==> config.mk <==
export PLATFORM = sky130hd
export DESIGN_NAME = ps2_scancode_rx
export DESIGN_NICKNAME = d
export VERILOG_FILES = /design/src/rtl/ps2_scancode_rx.sv
export SDC_FILE = /design/constraint.sdc
export NUM_CORES = 1
export LEC_CHECK = 0
export ABC_AREA = 1
export BUFFER_PORTS_ARGS = -buffer_cell sky130_fd_sc_hd__buf_2
export CAP_MARGIN = 20
export CELL_PAD_IN_SITES_DETAIL_PLACEMENT = 0
export CELL_PAD_IN_SITES_GLOBAL_PLACEMENT = 1
export CORE_ASPECT_RATIO = 0.75
export CORE_MARGIN = 2
export CORE_UTILIZATION = 43
export DETAILED_ROUTE_END_ITERATION = 10
export GPL_TIMING_DRIVEN = 1
export HOLD_SLACK_MARGIN = 0.05
export PLACE_DENSITY = 0.83
export SLEW_MARGIN = 20
export SYNTH_ARGS = -nofsm -noshare
export SYNTH_HDL_FRONTEND = slang
export SYNTH_SLANG_ARGS = --single-unit
==> constraint.sdc <==
create_clock -name clk25 -period 9.35 [get_ports clk25]
set_input_delay 0.935 -clock clk25 [delete_from_list [all_inputs] [get_ports clk25]]
set_output_delay 0.935 -clock clk25 [all_outputs]
set_load 0.005 [all_outputs]
==> src/rtl/ps2_scancode_rx.sv <==
// ps2_scancode_rx: PS/2 keyboard receive front end.
// Conditions the raw PS/2 pins, deframes device-to-host frames (start, 8 data
// LSB first, odd parity, stop) and folds E0/F0 prefixes into ext/brk flags.
// Completed scan codes are queued in a small FIFO for the ASCII translator.
//
// Ports:
//   clk25, reset_in       system clock, asynchronous active-high reset
//   ps2_clk_i, ps2_data_i raw PS/2 pins (asynchronous)
//   read_kb               1-cycle pop strobe
//   kbd_code/ext/brk      FIFO head entry
//   kbd_available         FIFO not empty
//   frame_err             1-cycle pulse: bad start/parity/stop or mid-frame timeout
//   fifo_ovf              1-cycle pulse: entry dropped, FIFO full
//   err_count             saturating error count (only with KBD_RX_ERRCNT_EN)
//
// Optional feature macro: KBD_RX_ERRCNT_EN
module ps2_scancode_rx #(
  parameter int unsigned FIFO_AW     = 3,
  parameter int unsigned FILTER_LEN  = 8,
  parameter int unsigned TIMEOUT_CYC = 50000
) (
  input  logic       clk25,
  input  logic       reset_in,
  input  logic       ps2_clk_i,
  input  logic       ps2_data_i,
  input  logic       read_kb,
  output logic [7:0] kbd_code,
  output logic       kbd_ext,
  output logic       kbd_brk,
  output logic       kbd_available,
  output logic       frame_err,
  output logic       fifo_ovf
`ifdef KBD_RX_ERRCNT_EN
  ,
  output logic [7:0] err_count
`endif
);

  localparam int unsigned DEPTH = 1 << FIFO_AW;
  localparam int unsigned CW    = FIFO_AW + 1;
  localparam int unsigned FW    = (FILTER_LEN < 2) ? 1 : $clog2(FILTER_LEN + 1);
  localparam int unsigned TW    = (TIMEOUT_CYC < 2) ? 1 : $clog2(TIMEOUT_CYC + 1);

  typedef enum logic [1:0] {
    S_IDLE  = 2'd0,
    S_SHIFT = 2'd1,
    S_CHECK = 2'd2
  } state_t;

  // Input conditioning
  logic          r_clk_s1, r_clk_s2, r_dat_s1, r_dat_s2;
  logic          r_filt;
  logic [FW-1:0] r_filt_cnt;
  logic          r_fall;

  // Deframer
  state_t        r_state, w_state_nxt;
  logic [9:0]    r_shift, w_shift_nxt;
  logic [3:0]    r_bitcnt, w_bitcnt_nxt;
  logic [TW-1:0] r_tmo, w_tmo_nxt;
  logic          r_ext_pend, w_ext_nxt;
  logic          r_brk_pend, w_brk_nxt;
  logic          w_push, w_ferr;
  logic [7:0]    w_byte;
  logic          w_frame_ok;
  logic [9:0]    w_push_data;

  // FIFO
  logic [9:0]         r_mem [DEPTH];
  logic [FIFO_AW-1:0] r_wr_ptr, r_rd_ptr;
  logic [CW-1:0]      r_count, w_count_nxt;
  logic               r_avail, r_frame_err, r_fifo_ovf;
  logic               w_empty, w_full, w_pop, w_wr, w_ovf;

  // Synchronize pins; filtered clock flips only after FILTER_LEN consecutive
  // synced samples that disagree with it. Reset to idle-high so no spurious fall.
  always_ff @(posedge clk25 or posedge reset_in) begin
    if (reset_in) begin
      r_clk_s1   <= 1'b1;
      r_clk_s2   <= 1'b1;
      r_dat_s1   <= 1'b1;
      r_dat_s2   <= 1'b1;
      r_filt     <= 1'b1;
      r_filt_cnt <= '0;
      r_fall     <= 1'b0;
    end else begin
      r_clk_s1 <= ps2_clk_i;
      r_clk_s2 <= r_clk_s1;
      r_dat_s1 <= ps2_data_i;
      r_dat_s2 <= r_dat_s1;
      r_fall   <= 1'b0;
      if (r_clk_s2 == r_filt) begin
        r_filt_cnt <= '0;
      end else if (r_filt_cnt == FW'(FILTER_LEN - 1)) begin
        r_filt     <= r_clk_s2;
        r_filt_cnt <= '0;
        r_fall     <= ~r_clk_s2;
      end else begin
        r_filt_cnt <= r_filt_cnt + FW'(1);
      end
    end
  end

  assign w_byte      = r_shift[7:0];
  assign w_frame_ok  = (^r_shift[8:0]) & r_shift[9];
  assign w_push_data = {r_ext_pend, r_brk_pend, w_byte};

  // Deframer state register
  always_ff @(posedge clk25 or posedge reset_in) begin
    if (reset_in) begin
      r_state    <= S_IDLE;
      r_shift    <= '0;
      r_bitcnt   <= '0;
      r_tmo      <= '0;
      r_ext_pend <= 1'b0;
      r_brk_pend <= 1'b0;
    end else begin
      r_state    <= w_state_nxt;
      r_shift    <= w_shift_nxt;
      r_bitcnt   <= w_bitcnt_nxt;
      r_tmo      <= w_tmo_nxt;
      r_ext_pend <= w_ext_nxt;
      r_brk_pend <= w_brk_nxt;
    end
  end

  // Deframer next state, timeout and prefix folding
  always_comb begin
    w_state_nxt  = r_state;
    w_shift_nxt  = r_shift;
    w_bitcnt_nxt = r_bitcnt;
    w_tmo_nxt    = r_tmo;
    w_ext_nxt    = r_ext_pend;
    w_brk_nxt    = r_brk_pend;
    w_push       = 1'b0;
    w_ferr       = 1'b0;
    case (r_state)
      S_IDLE: begin
        w_tmo_nxt = '0;
        // A fall with data high is line noise, not a start bit.
        if (r_fall && !r_dat_s2) begin
          w_state_nxt  = S_SHIFT;
          w_bitcnt_nxt = '0;
        end
      end
      S_SHIFT: begin
        if (r_fall) begin
          w_shift_nxt  = {r_dat_s2, r_shift[9:1]};
          w_bitcnt_nxt = r_bitcnt + 4'd1;
          w_tmo_nxt    = '0;
          if (r_bitcnt == 4'd9) w_state_nxt = S_CHECK;
        end else if (r_tmo == TW'(TIMEOUT_CYC - 1)) begin
          w_state_nxt = S_IDLE;
          w_tmo_nxt   = '0;
          w_ferr      = 1'b1;
          w_ext_nxt   = 1'b0;
          w_brk_nxt   = 1'b0;
        end else begin
          w_tmo_nxt = r_tmo + TW'(1);
        end
      end
      S_CHECK: begin
        w_state_nxt = S_IDLE;
        if (!w_frame_ok) begin
          w_ferr    = 1'b1;
          w_ext_nxt = 1'b0;
          w_brk_nxt = 1'b0;
        end else if (w_byte == 8'hE0) begin
          w_ext_nxt = 1'b1;
        end else if (w_byte == 8'hF0) begin
          w_brk_nxt = 1'b1;
        end else begin
          w_push    = 1'b1;
          w_ext_nxt = 1'b0;
          w_brk_nxt = 1'b0;
        end
      end
      default: w_state_nxt = S_IDLE;
    endcase
  end

  // A pop frees a slot in the same cycle, so push-while-full succeeds with a pop.
  assign w_empty     = (r_count == '0);
  assign w_full      = (r_count == CW'(DEPTH));
  assign w_pop       = read_kb & ~w_empty;
  assign w_wr        = w_push & (~w_full | w_pop);
  assign w_ovf       = w_push & w_full & ~w_pop;
  assign w_count_nxt = r_count + CW'(w_wr) - CW'(w_pop);

  // FIFO storage, pointers and status pulses
  always_ff @(posedge clk25 or posedge reset_in) begin
    if (reset_in) begin
      for (int unsigned i = 0; i < DEPTH; i++) r_mem[i] <= '0;
      r_wr_ptr    <= '0;
      r_rd_ptr    <= '0;
      r_count     <= '0;
      r_avail     <= 1'b0;
      r_frame_err <= 1'b0;
      r_fifo_ovf  <= 1'b0;
    end else begin
      if (w_wr) begin
        r_mem[r_wr_ptr] <= w_push_data;
        r_wr_ptr        <= r_wr_ptr + FIFO_AW'(1);
      end
      if (w_pop) r_rd_ptr <= r_rd_ptr + FIFO_AW'(1);
      r_count     <= w_count_nxt;
      r_avail     <= (w_count_nxt != '0);
      r_frame_err <= w_ferr;
      r_fifo_ovf  <= w_ovf;
    end
  end

  assign {kbd_ext, kbd_brk, kbd_code} = r_mem[r_rd_ptr];
  assign kbd_available = r_avail;
  assign frame_err     = r_frame_err;
  assign fifo_ovf      = r_fifo_ovf;

`ifdef KBD_RX_ERRCNT_EN
  logic [7:0] r_err_cnt;

  // Saturating error counter; frame errors and overflows never coincide.
  always_ff @(posedge clk25 or posedge reset_in) begin
    if (reset_in) begin
      r_err_cnt <= '0;
    end else if ((w_ferr | w_ovf) && (r_err_cnt != 8'hFF)) begin
      r_err_cnt <= r_err_cnt + 8'd1;
    end
  end

  assign err_count = r_err_cnt;
`endif

endmodule

==> flow_summary.json, run 1 <==
{
  "status": "complete, no violations",
  "synthMuxAreaShare_pct": 0,
  "maximum_net_fanout_on_the_critical_path": 22,
  "postSynth.asyncResetShare_pct": 100,
  "numClockSinks": 137,
  "initial_antenna_violation_count": 0,
  "fp-row-count": 40,
  "syn_avg_cell_area_um2": 8.24,
  "synth-simple-area-share_pct": 31.4,
  "max_cap_viols": 0,
  "final.setup.tns_ps": 0,
  "final-hold-violation-count": 0,
  "holdBufCountCts": 0,
  "yosys.area_share.xor_xnor_pct": 1.74,
  "path_class": "reg -> out",
  "post-route-worst-setup-slack_ps": 5630,
  "port_buffers": 17,
  "mappedNetlistNets": 881,
  "post_synthesis_compound_gate_area_fraction_pct": 7.54,
  "p_sw_uw": 662,
  "yosysSeqAreaShare_pct": 48.7,
  "minimum_period_implied_by_the_final_worst_setup_slack_ps": 3720,
  "switching_share_pct": 34.4,
  "finalWirelength_um": 18000,
  "setup_viol": 0,
  "clk_pin_slew_ps": 60,
  "dpl_worst_slack_ps": 5780,
  "worst_tran_pin_value_ps": 922,
  "final-max-slew-violation-count": 0,
  "tritoncts.num_buffers": 17,
  "cts_post_setup_buffers_inserted": 0,
  "post_cts.resized_instances": 0,
  "seqCellArea_mm2": 0.00343,
  "share_of_cells_above_drive_strength_1_pct": 9.94,
  "timing.critical_path.slowest_cell_delay_ps": 720,
  "power.density_cell_area_mw_per_mm2": 245,
  "startpoint_type": "flop",
  "slowest_cp_cell": "sky130_fd_sc_hd__inv_1",
  "worst_skew_pair.late_latency_ps": 430,
  "die_height_um": 115,
  "detailroute.via_count": 5867,
  "hp-class": "reg -> reg",
  "mostFrequentLayoutCells": "231 x sky130_fd_sc_hd__nand2_1, 132 x sky130_fd_sc_hd__dfrtp_1, 98 x sky130_fd_sc_hd__nor2_1, 87 x sky130_fd_sc_hd__nand4_1, 59 x sky130_fd_sc_hd__o21ai_0",
  "post_synth_inst_count": 856,
  "p_leak_nw": 3.86,
  "fillerInstances": 1577,
  "via_to_cell_ratio": 5.46,
  "worst_setup_path_end_kind": "output port",
  "floorplan.io_pins": 18,
  "synth_top_family_by_area": "simple AND/OR/NAND/NOR gates",
  "post_layout_nonfiller_instances": 1075,
  "weighted_congestion_at_the_end_of_routability_driven_global_placement": 0.811,
  "share_comb_of_total_power_pct": 29.0,
  "placedCellCount": 1042,
  "finalPower_mw": 1.92,
  "yosys_warnings": 0,
  "post-route-period-util_pct": 39.8,
  "first_global_vias": 5442,
  "grt_util_all_layers_pct": 21.6,
  "power_frac_clock_pct": 37.1,
  "h-tree-depth": 4,
  "post_synth_instance_area_mm2": 0.00705,
  "rsz_0062_raised_after_global_routing": "false",
  "grt_start_max_net_pins": 94,
  "leading_cell_type_in_the_layout_fill_and_taps_excluded": "sky130_fd_sc_hd__nand2_1",
  "place.detailed.hpwl_um": 11300,
  "cts_tree": "built",
  "initial_utilization_pct": 44.0,
  "worstPathRequired_ps": 8420,
  "core_region_area_mm2": 0.0160,
  "remaining_drc_errors": 0,
  "ys_ff_latch": 137,
  "cts_root_buf": "sky130_fd_sc_hd__clkbuf_16",
  "finish.net_count": 877,
  "cts_buffer_depth": 2,
  "grt.overflow.total": 0,
  "route.detailed.wl_per_inst_um": 16.8,
  "timing.slew.headroom_pct": 38.5,
  "multi_input_area_mm2": 0.00314,
  "yosys.cell_types.count": 34,
  "area_growth_pct": 11.5,
  "die_x_um": 152,
  "finalClockSkew_ps": 15.2,
  "critPathArrivalTime_ps": 2790,
  "floorplan.die_area_mm2": 0.0174,
  "global_route_wire_length_before_repair_um": 29000,
  "antennaDiodeCount": 0,
  "vdd_ir_drop_max_uv": 162,
  "clock.fmax_ghz": 0.269,
  "drt_iter0_drc": 528,
  "internal_power_mw": 1.26,
  "share_seq_of_total_power_pct": 33.9,
  "ant_nets": 0,
  "synth-main-ff-cell": "sky130_fd_sc_hd__dfrtp_1",
  "drt_pre_antenna_iters": 5,
  "synth_edf_count": 0,
  "post_synth_fa_ha_maj_area_fraction_pct": 3.66,
  "path_cells": "buf_4, inv_1, o21ai_0, o22ai_1, nor2_1, a31oi_1, buf_2"
}
-- flip-flops by register name, indices dropped and copies added, names as in the netlist, 2 cells and up --
name and count:
r_mem 80, r_tmo 16, r_shift 10, r_bitcnt 4
r_count 4, r_filt_cnt 4, r_rd_ptr 3, r_wr_ptr 3
r_state 2
-- layout make-up --
cell class	count	area share, %
sequential	137	43.7
multi-input combinational	612	39.9
clock buffer	19	5.63
tap	210	3.34
inverter	53	2.59
timing repair buffer	31	2.58
clock inverter	13	2.24
-- worst paths after layout --
| check | start | endpoint | slack (ps) | depth (start not counted) |
|---|---|---|---|---|
| worst max-delay path | r_rd_ptr[1] | kbd_code[5] | 5630 | 7 |
| worst min-delay path | r_clk_s1 | r_clk_s2 | 360 | 0 |
| worst max register to register | r_shift[4] | kbd_available | 5930 | 14 |
| worst min register to register | r_clk_s1 | r_clk_s2 | 360 | 0 |
| max in group asynchronous | reset_in | r_mem[19] | 7450 | 3 |
| min in group asynchronous | reset_in | r_tmo[5] | 630 | 2 |
-- routing by layer --
| metal | GRT usage, % | vias up | part of all wire [%] |
|---|---|---|---|
| li1 | - | 2874 | - |
| met1 | 32.2 | 2802 | 51 |
| met2 | 31.0 | 170 | 42 |
| met3 | 5.01 | 21 | 6.2 |
| met4 | 6.98 | 0 | 1.2 |
| met5 | 0 | - | 0 |
-- power by group through the flow --
stage	clock network [mW]	registers [mW]	logic [mW]
detailed placement	0	0.662	0.549
global placement	0	0.662	0.546
floorplan	0	0.660	0.374
CTS	0.723	0.652	0.554
finish	0.714	0.652	0.557
global route	0.749	0.657	0.627
-- cell usage after synthesis (2+ instances only) --
cell / number / share of area (%)
sky130_fd_sc_hd__a21oi_1: 16 / 1.1
sky130_fd_sc_hd__a31oi_1: 10 / 0.89
sky130_fd_sc_hd__buf_2: 15 / 1.1
sky130_fd_sc_hd__buf_6: 9 / 1.4
sky130_fd_sc_hd__clkbuf_1: 30 / 1.6
sky130_fd_sc_hd__dfrtp_1: 132 / 47
sky130_fd_sc_hd__dfstp_2: 5 / 1.9
sky130_fd_sc_hd__ha_1: 19 / 3.4
sky130_fd_sc_hd__inv_1: 52 / 2.8
sky130_fd_sc_hd__nand2_1: 231 / 12
sky130_fd_sc_hd__nand3_1: 28 / 2.0
sky130_fd_sc_hd__nand3_2: 5 / 0.71
sky130_fd_sc_hd__nand3_4: 5 / 1.2
sky130_fd_sc_hd__nand3b_1: 2 / 0.21
sky130_fd_sc_hd__nand4_1: 87 / 7.7
sky130_fd_sc_hd__nor2_1: 98 / 5.2
sky130_fd_sc_hd__nor2_2: 2 / 0.18
sky130_fd_sc_hd__nor2_4: 2 / 0.32
sky130_fd_sc_hd__nor3_1: 12 / 0.85
sky130_fd_sc_hd__o21ai_0: 59 / 4.2
sky130_fd_sc_hd__o21ai_1: 2 / 0.14
sky130_fd_sc_hd__o22ai_1: 11 / 0.98
sky130_fd_sc_hd__xnor2_1: 3 / 0.37
sky130_fd_sc_hd__xor2_1: 11 / 1.4
-- critical path: cells and delay by family (launching register included) --
| family | cells | cell delay [ps] |
|---|---|---|
| and+or+nand+nor | 1 | 70 |
| AOI/OAI and AO/OA | 3 | 750 |
| DFF | 1 | 370 |
| buffers and inverters | 3 | 1150 |
-- kinds of logic (layout without fill, tap and decap cells) --
family / after synthesis / count (layout)
compound gates: 100 / 100
simple gates: 478 / 478
xor+xnor: 14 / 14
flops: 137 / 137
buf+inv: 107 / 116
fa+ha+maj: 20 / 20
-- metrics by stage --
step / area [µm²] / hold slack, ps / util, %
floorplan: 7050 / 345 / -
global placement: 7220 / 349 / 45.1
detailed placement: 7220 / 349 / 45.1
CTS: 7840 / 358 / 49.0
global route: 7860 / 359 / 49.1
finish: 7860 / 357 / 49.1
Power figures use the tool's default switching activity.
==> run 2, diff against run 1 <==
- PLACE_DENSITY: 0.83 -> 0.86
- clock period: 9.35 -> 3.05 ns (I/O delays scaled with it)
==> flow_summary.json, run 2 (synthesis results as in run 1) <==
{
  "path_class": "reg -> reg",
  "timing.critical_path.slowest_cell_delay_ps": 390,
  "worst_skew_pair.late_latency_ps": 420,
  "antennaDiodeCount": 0,
  "initial_utilization_pct": 44.0,
  "fp-row-count": 40,
  "initial_antenna_violation_count": 0,
  "whs_path_depth": 3,
  "status": "complete, no violations",
  "r2r_setup_slack_ps": 350,
  "final.setup.tns_ps": 0,
  "reg2reg_depth": 16,
  "final-hold-violation-count": 0,
  "largest_register_ffs": 80,
  "power.density_cell_area_mw_per_mm2": 739,
  "final-max-slew-violation-count": 0,
  "remaining_drc_errors": 0,
  "leading_cell_type_in_the_layout_fill_and_taps_excluded": "sky130_fd_sc_hd__nand2_1",
  "critical_path.reg2reg.startpoint": "r_shift[6]",
  "hp-class": "in -> reg",
  "holdBufCountCts": 3,
  "place.detailed.hpwl_um": 11000,
  "largest-register": "r_mem",
  "setup_viol": 0,
  "tritoncts.num_buffers": 17,
  "final.hold.worst_slack_ps": 190,
  "layout_top_registers": "r_mem (80), r_tmo (16), r_shift (10)",
  "grt_util_all_layers_pct": 21.0,
  "path_cells": "ha_1, inv_1, nand2_2, nand2_1, nand2_1, nand3_1, nand3_2, nor2_4, inv_1, nand3_1, nand2_1, ha_1, fa_1, xor2_1, nor2_1, nand2_1",
  "cts_root_buf": "sky130_fd_sc_hd__clkbuf_16",
  "route.detailed.wl_per_inst_um": 15.9,
  "finalWirelength_um": 17300,
  "postPlaceCellArea_mm2": 0.00736,
  "grt.overflow.total": 0,
  "area_growth_pct": 13.9,
  "startpoint_type": "flop",
  "h-tree-depth": 4,
  "finish.net_count": 891,
  "worst_hold_start": "read_kb",
  "maximum_net_fanout_on_the_critical_path": 3,
  "grt_start_max_net_pins": 93,
  "port_buffers": 17,
  "global_route_wire_length_before_repair_um": 29600,
  "numClockSinks": 137,
  "cts_tree": "built",
  "first_global_vias": 5689,
  "finalClockSkew_ps": 8.98,
  "max_cap_viols": 0,
  "cts_buffer_depth": 2,
  "placedCellCount": 1054,
  "detailroute.via_count": 5917,
  "die_height_um": 115,
  "weighted_congestion_at_the_end_of_routability_driven_global_placement": 0.782,
  "p_leak_nw": 3.96,
  "post-route-cell-area_mm2": 0.00803,
  "ant_nets": 0,
  "die_x_um": 152,
  "minimum_period_implied_by_the_final_worst_setup_slack_ps": 2700,
  "cts_post_setup_buffers_inserted": 0,
  "timing.hold.worst_endpoint": "r_rd_ptr[2]",
  "rsz_0062_raised_after_global_routing": "false",
  "post_cts.resized_instances": 0,
  "path_common_cell": "sky130_fd_sc_hd__nand2_1",
  "vdd_ir_drop_max_uv": 333,
  "post_layout_nonfiller_instances": 1089,
  "clk_pin_slew_ps": 60,
  "share_of_cells_above_drive_strength_1_pct": 11.0,
  "mostFrequentLayoutCells": "231 x sky130_fd_sc_hd__nand2_1, 132 x sky130_fd_sc_hd__dfrtp_1, 98 x sky130_fd_sc_hd__nor2_1, 87 x sky130_fd_sc_hd__nand4_1, 59 x sky130_fd_sc_hd__o21ai_0",
  "regToRegEndpoint": "kbd_available",
  "slowest_cp_cell": "sky130_fd_sc_hd__fa_1",
  "floorplan.io_pins": 18,
  "worst_tran_pin_value_ps": 750,
  "worstPathRequired_ps": 3360,
  "floorplan.die_area_mm2": 0.0174,
  "post-route-period-util_pct": 88.5,
  "drt_pre_antenna_iters": 5,
  "timing.slew.headroom_pct": 49.9,
  "via_to_cell_ratio": 5.43,
  "core_region_area_mm2": 0.0160,
  "drt_iter0_drc": 474,
  "clock.fmax_ghz": 0.370,
  "worst_setup_path_end_kind": "flop",
  "critPathArrivalTime_ps": 3010
}
[run 2: changes by cell type in the layout (fill, tap and decap cells not counted), sizes merged]
cell	change
clkbuf	+6
dlygate4sd3	+3
clkinvlp	-2
bufinv	-1
buf	+11
inv	-1
clkinv	-2
[run 2: how the worst max path moves through the flow]
| stage | start | end | slack (ps) | depth (start not counted) |
|---|---|---|---|---|
| floorplan | r_shift[2] | kbd_available | 170 | 16 |
| finish | r_shift[6] | kbd_available | 350 | 16 |
| detailed placement | r_shift[6] | kbd_available | 380 | 16 |
| CTS | r_shift[6] | kbd_available | 330 | 16 |
| global placement | r_shift[6] | kbd_available | 470 | 16 |
| global route | r_shift[6] | kbd_available | 60 | 16 |
[run 2: metal layers]
layer	share of wire (%)	GRT usage, %
met1	50	31.3
met2	43	31.6
met3	5.4	3.84
met4	1.0	6.29
met5	0	0
[run 2: stage by stage]
step / utilization [%] / power (mW) / worst slack, ps
floorplan: - / 3.17 / 168
global placement: 46.0 / 3.73 / 473
detailed placement: 46.0 / 3.75 / 378
CTS: 50.1 / 5.97 / 332
global route: 50.1 / 6.29 / 56.5
finish: 50.1 / 5.93 / 350
[run 2: report_power, final]
group / internal, mW / total, mW / switching, mW
Clock: 1.43 / 2.20 / 0.767
Combinational: 0.584 / 1.73 / 1.14
Sequential: 1.93 / 2.00 / 0.0706
[run 2: layout make-up]
type                            instances  area [µm²]
Clock buffer                           25         526
Clock inverter                          7         110
Fill cell                            1551        7990
Inverter                               53         203
Multi-Input combinational cell        612        3140
Sequential cell                       137        3430
Tap cell                              210         263
Timing Repair Buffer                   45         353
[run 2: critical path: cells and delay by family (launching register included)]
family	cells	cell delay [ps]
AND/OR/NAND/NOR	10	960
adder cells (fa/ha/maj)	3	920
buffers and inverters	2	140
flip-flops	1	380
XOR/XNOR	1	180
==> run 3, diff against run 2 <==
- ABC_AREA: 1 -> default
- PLACE_DENSITY: 0.86 -> 0.8
==> flow_summary.json, run 3 <==
{
  "status": "complete, but fails checks",
  "failed_checks": "negative setup slack",
  "p_leak_nw": 3.72,
  "ys_ff_latch": 137,
  "maximum_net_fanout_on_the_critical_path": 3,
  "finalWirelength_um": 13400,
  "detailroute.via_count": 4052,
  "initial_antenna_violation_count": 0,
  "global_route_wire_length_before_repair_um": 22900,
  "drt_pre_antenna_iters": 4,
  "finalClockSkew_ps": 8.44,
  "via_to_cell_ratio": 5.37,
  "area_growth_pct": 19.9,
  "finish.net_count": 567,
  "floorplan.io_pins": 18,
  "drt_iter0_drc": 213,
  "worstSetupEndpoint": "kbd_available",
  "fp-row-count": 38,
  "regToRegEndpoint": "kbd_available",
  "syn_avg_cell_area_um2": 13.3,
  "worstPathRequired_ps": 3330,
  "critical_path.reg2reg.startpoint": "r_shift[3]",
  "largest_register_ffs": 80,
  "path_class": "reg -> reg",
  "grt.overflow.total": 0,
  "port_buffers": 17,
  "mostFrequentLayoutCells": "132 x sky130_fd_sc_hd__dfrtp_1, 50 x sky130_fd_sc_hd__mux2_1, 34 x sky130_fd_sc_hd__buf_4, 33 x sky130_fd_sc_hd__mux2_2, 27 x sky130_fd_sc_hd__nor2_1",
  "final-hold-violation-count": 0,
  "clk_pin_slew_ps": 60,
  "synthTopCellsByCount": "132 x sky130_fd_sc_hd__dfrtp_1, 50 x sky130_fd_sc_hd__mux2_1, 33 x sky130_fd_sc_hd__mux2_2",
  "hp-class": "in -> reg",
  "switching_share_pct": 24.2,
  "critPathArrivalTime_ps": 3360,
  "cts_buffer_depth": 2,
  "mappedNetlistNets": 517,
  "power.density_cell_area_mw_per_mm2": 633,
  "tritoncts.num_buffers": 17,
  "share_of_cells_above_drive_strength_1_pct": 31.2,
  "reg2reg_depth": 10,
  "share_seq_of_total_power_pct": 41.3,
  "post_synthesis_compound_gate_area_fraction_pct": 4.23,
  "yosysSeqAreaShare_pct": 52.6,
  "setup_viol": 1,
  "yosys.area_share.xor_xnor_pct": 3.60,
  "remaining_drc_errors": 0,
  "grt_start_max_net_pins": 71,
  "post_synth_instance_area_mm2": 0.00654,
  "minimum_period_implied_by_the_final_worst_setup_slack_ps": 3080,
  "core_region_area_mm2": 0.0146,
  "rsz_0062_raised_after_global_routing": "true",
  "fillerInstances": 1240,
  "post_synth_fa_ha_maj_area_fraction_pct": 3.94,
  "yosys_warnings": 0,
  "post_synth_main_area_contributors": "sky130_fd_sc_hd__dfrtp_1 51%, sky130_fd_sc_hd__mux2_1 8.6%, sky130_fd_sc_hd__mux4_2 6.9%, sky130_fd_sc_hd__mux2_2 5.7%, sky130_fd_sc_hd__ha_1 3.6%",
  "final-max-slew-violation-count": 0,
  "synth_edf_count": 0,
  "initial_utilization_pct": 44.6,
  "startpoint_type": "flop",
  "finalPower_mw": 4.96,
  "grt_util_all_layers_pct": 18.0,
  "internal_power_mw": 3.76,
  "ant_nets": 0,
  "dpl_worst_slack_ps": -50.2,
  "postSynth.asyncResetShare_pct": 100,
  "yosysMostFrequentCell": "sky130_fd_sc_hd__dfrtp_1",
  "synthMuxAreaShare_pct": 23.8,
  "numClockSinks": 137,
  "synth_top_cell_by_area": "sky130_fd_sc_hd__dfrtp_1",
  "weighted_congestion_at_the_end_of_routability_driven_global_placement": 0.806,
  "multi_input_area_mm2": 0.00298,
  "place.detailed.hpwl_um": 8900,
  "cts_tree": "built",
  "leading_cell_type_in_the_layout_fill_and_taps_excluded": "sky130_fd_sc_hd__dfrtp_1",
  "worst_tran_pin_value_ps": 690,
  "post_synth_inst_count": 492,
  "largest-register": "r_mem",
  "final.setup.tns_ps": -31.6,
  "yosys.cell_types.count": 56,
  "share_comb_of_total_power_pct": 12.1,
  "first_global_vias": 4409,
  "worst_skew_pair.late_latency_ps": 410,
  "cts_root_buf": "sky130_fd_sc_hd__clkbuf_16",
  "netlist.area_leader.share_pct": 50.5,
  "clock.fmax_ghz": 0.325,
  "max_cap_viols": 0,
  "postLayoutCoreUtil_pct": 53.5,
  "h-tree-depth": 4,
  "synth_top_family_by_area": "multiplexers",
  "post-route-period-util_pct": 101,
  "die_x_um": 146,
  "seqCellArea_mm2": 0.00343,
  "worst_setup_path_end_kind": "flop",
  "setup.worst_path.start": "r_shift[3]",
  "p_sw_mw": 1.20,
  "route.detailed.wl_per_inst_um": 17.8,
  "final.hold.worst_slack_ps": 347,
  "die_height_um": 111,
  "timing.slew.headroom_pct": 54.0,
  "antennaDiodeCount": 0,
  "power_frac_clock_pct": 46.6,
  "synth-main-ff-cell": "sky130_fd_sc_hd__dfrtp_1",
  "floorplan.die_area_mm2": 0.0162,
  "synth-simple-area-share_pct": 9.25,
  "r2r_setup_slack_ps": -30,
  "vdd_ir_drop_max_uv": 372,
  "post-route-worst-setup-slack_ps": -31.6,
  "layout_top_registers": "r_mem (80), r_tmo (16), r_shift (10)"
}
run 3: worst min path at each step:
| stage | cells past startpoint | startpoint | end | slack [ps] |
|---|---|---|---|---|
| global placement | 0 | r_dat_s1 | r_dat_s2 | 350 |
| CTS | 4 | read_kb | fifo_ovf | 340 |
| global route | 0 | r_dat_s1 | r_dat_s2 | 360 |
| finish | 4 | read_kb | fifo_ovf | 350 |
| floorplan | 0 | ps2_clk_i | r_clk_s1 | 310 |
| detailed placement | 0 | r_dat_s1 | r_dat_s2 | 350 |
run 3: kinds of logic (layout without fill, tap and decap cells):
kind of cell / after synthesis / in the layout
buf+inv: 42 / 105
xor+xnor: 23 / 23
mux: 115 / 115
compound gates: 45 / 45
simple gates: 110 / 110
fa+ha+maj: 20 / 20
flops: 137 / 137
run 3: final cells by class:
class                   count  share of cell area (%)
inverters                  16                   0.878
multi-input cells         313                    38.0
repair buffers             57                    5.49
clock buffers              22                    6.18
well taps                 200                    3.19
clock inverters            10                    2.39
flip-flops and latches    137                    43.8
run 3: power by group through the flow:
stage / clock network, mW / registers, mW / logic [mW]
after floorplan: 0 / 1.98 / 0.488
after global placement: 0 / 2.08 / 0.557
after detailed placement: 0 / 2.08 / 0.591
after CTS: 2.35 / 2.05 / 0.611
after global routing: 2.45 / 2.06 / 0.675
final: 2.31 / 2.05 / 0.601
run 3: repair_timing:
action                     CTS  global route
buffers inserted             7             1
gates resized for setup      5             3
hold buffers                 3             0
hold endpoints to repair    26             0
setup endpoints to repair    1             1
pin swaps                    5             4
run 3: critical path, stage by stage, from the launching register on:
cell and delay [ps]:
sky130_fd_sc_hd__dfrtp_1 410, sky130_fd_sc_hd__inv_4 80, sky130_fd_sc_hd__ha_4 200, sky130_fd_sc_hd__xnor3_2 410
sky130_fd_sc_hd__xnor2_4 180, sky130_fd_sc_hd__nand4_1 120, sky130_fd_sc_hd__or3b_4 410, sky130_fd_sc_hd__nand2_4 70
sky130_fd_sc_hd__ha_4 140, sky130_fd_sc_hd__fa_2 420, sky130_fd_sc_hd__or4_1 500
run 3: metrics by stage:
step	instance area [µm²]	instances
6_report	7840	755
5_1_grt	7840	755
4_1_cts	7820	754
3_5_place_dp	7040	712
3_3_place_gp	7040	712
2_1_floorplan	6580	492
run 3: routing by layer:
layer,routed length [µm],track usage (%),vias to the layer above
met3,450,4.28,9
met1,6290,24.8,2105
li1,-,-,1871
met2,6590,28.6,67
met5,0,0,-
met4,108,5.63,0
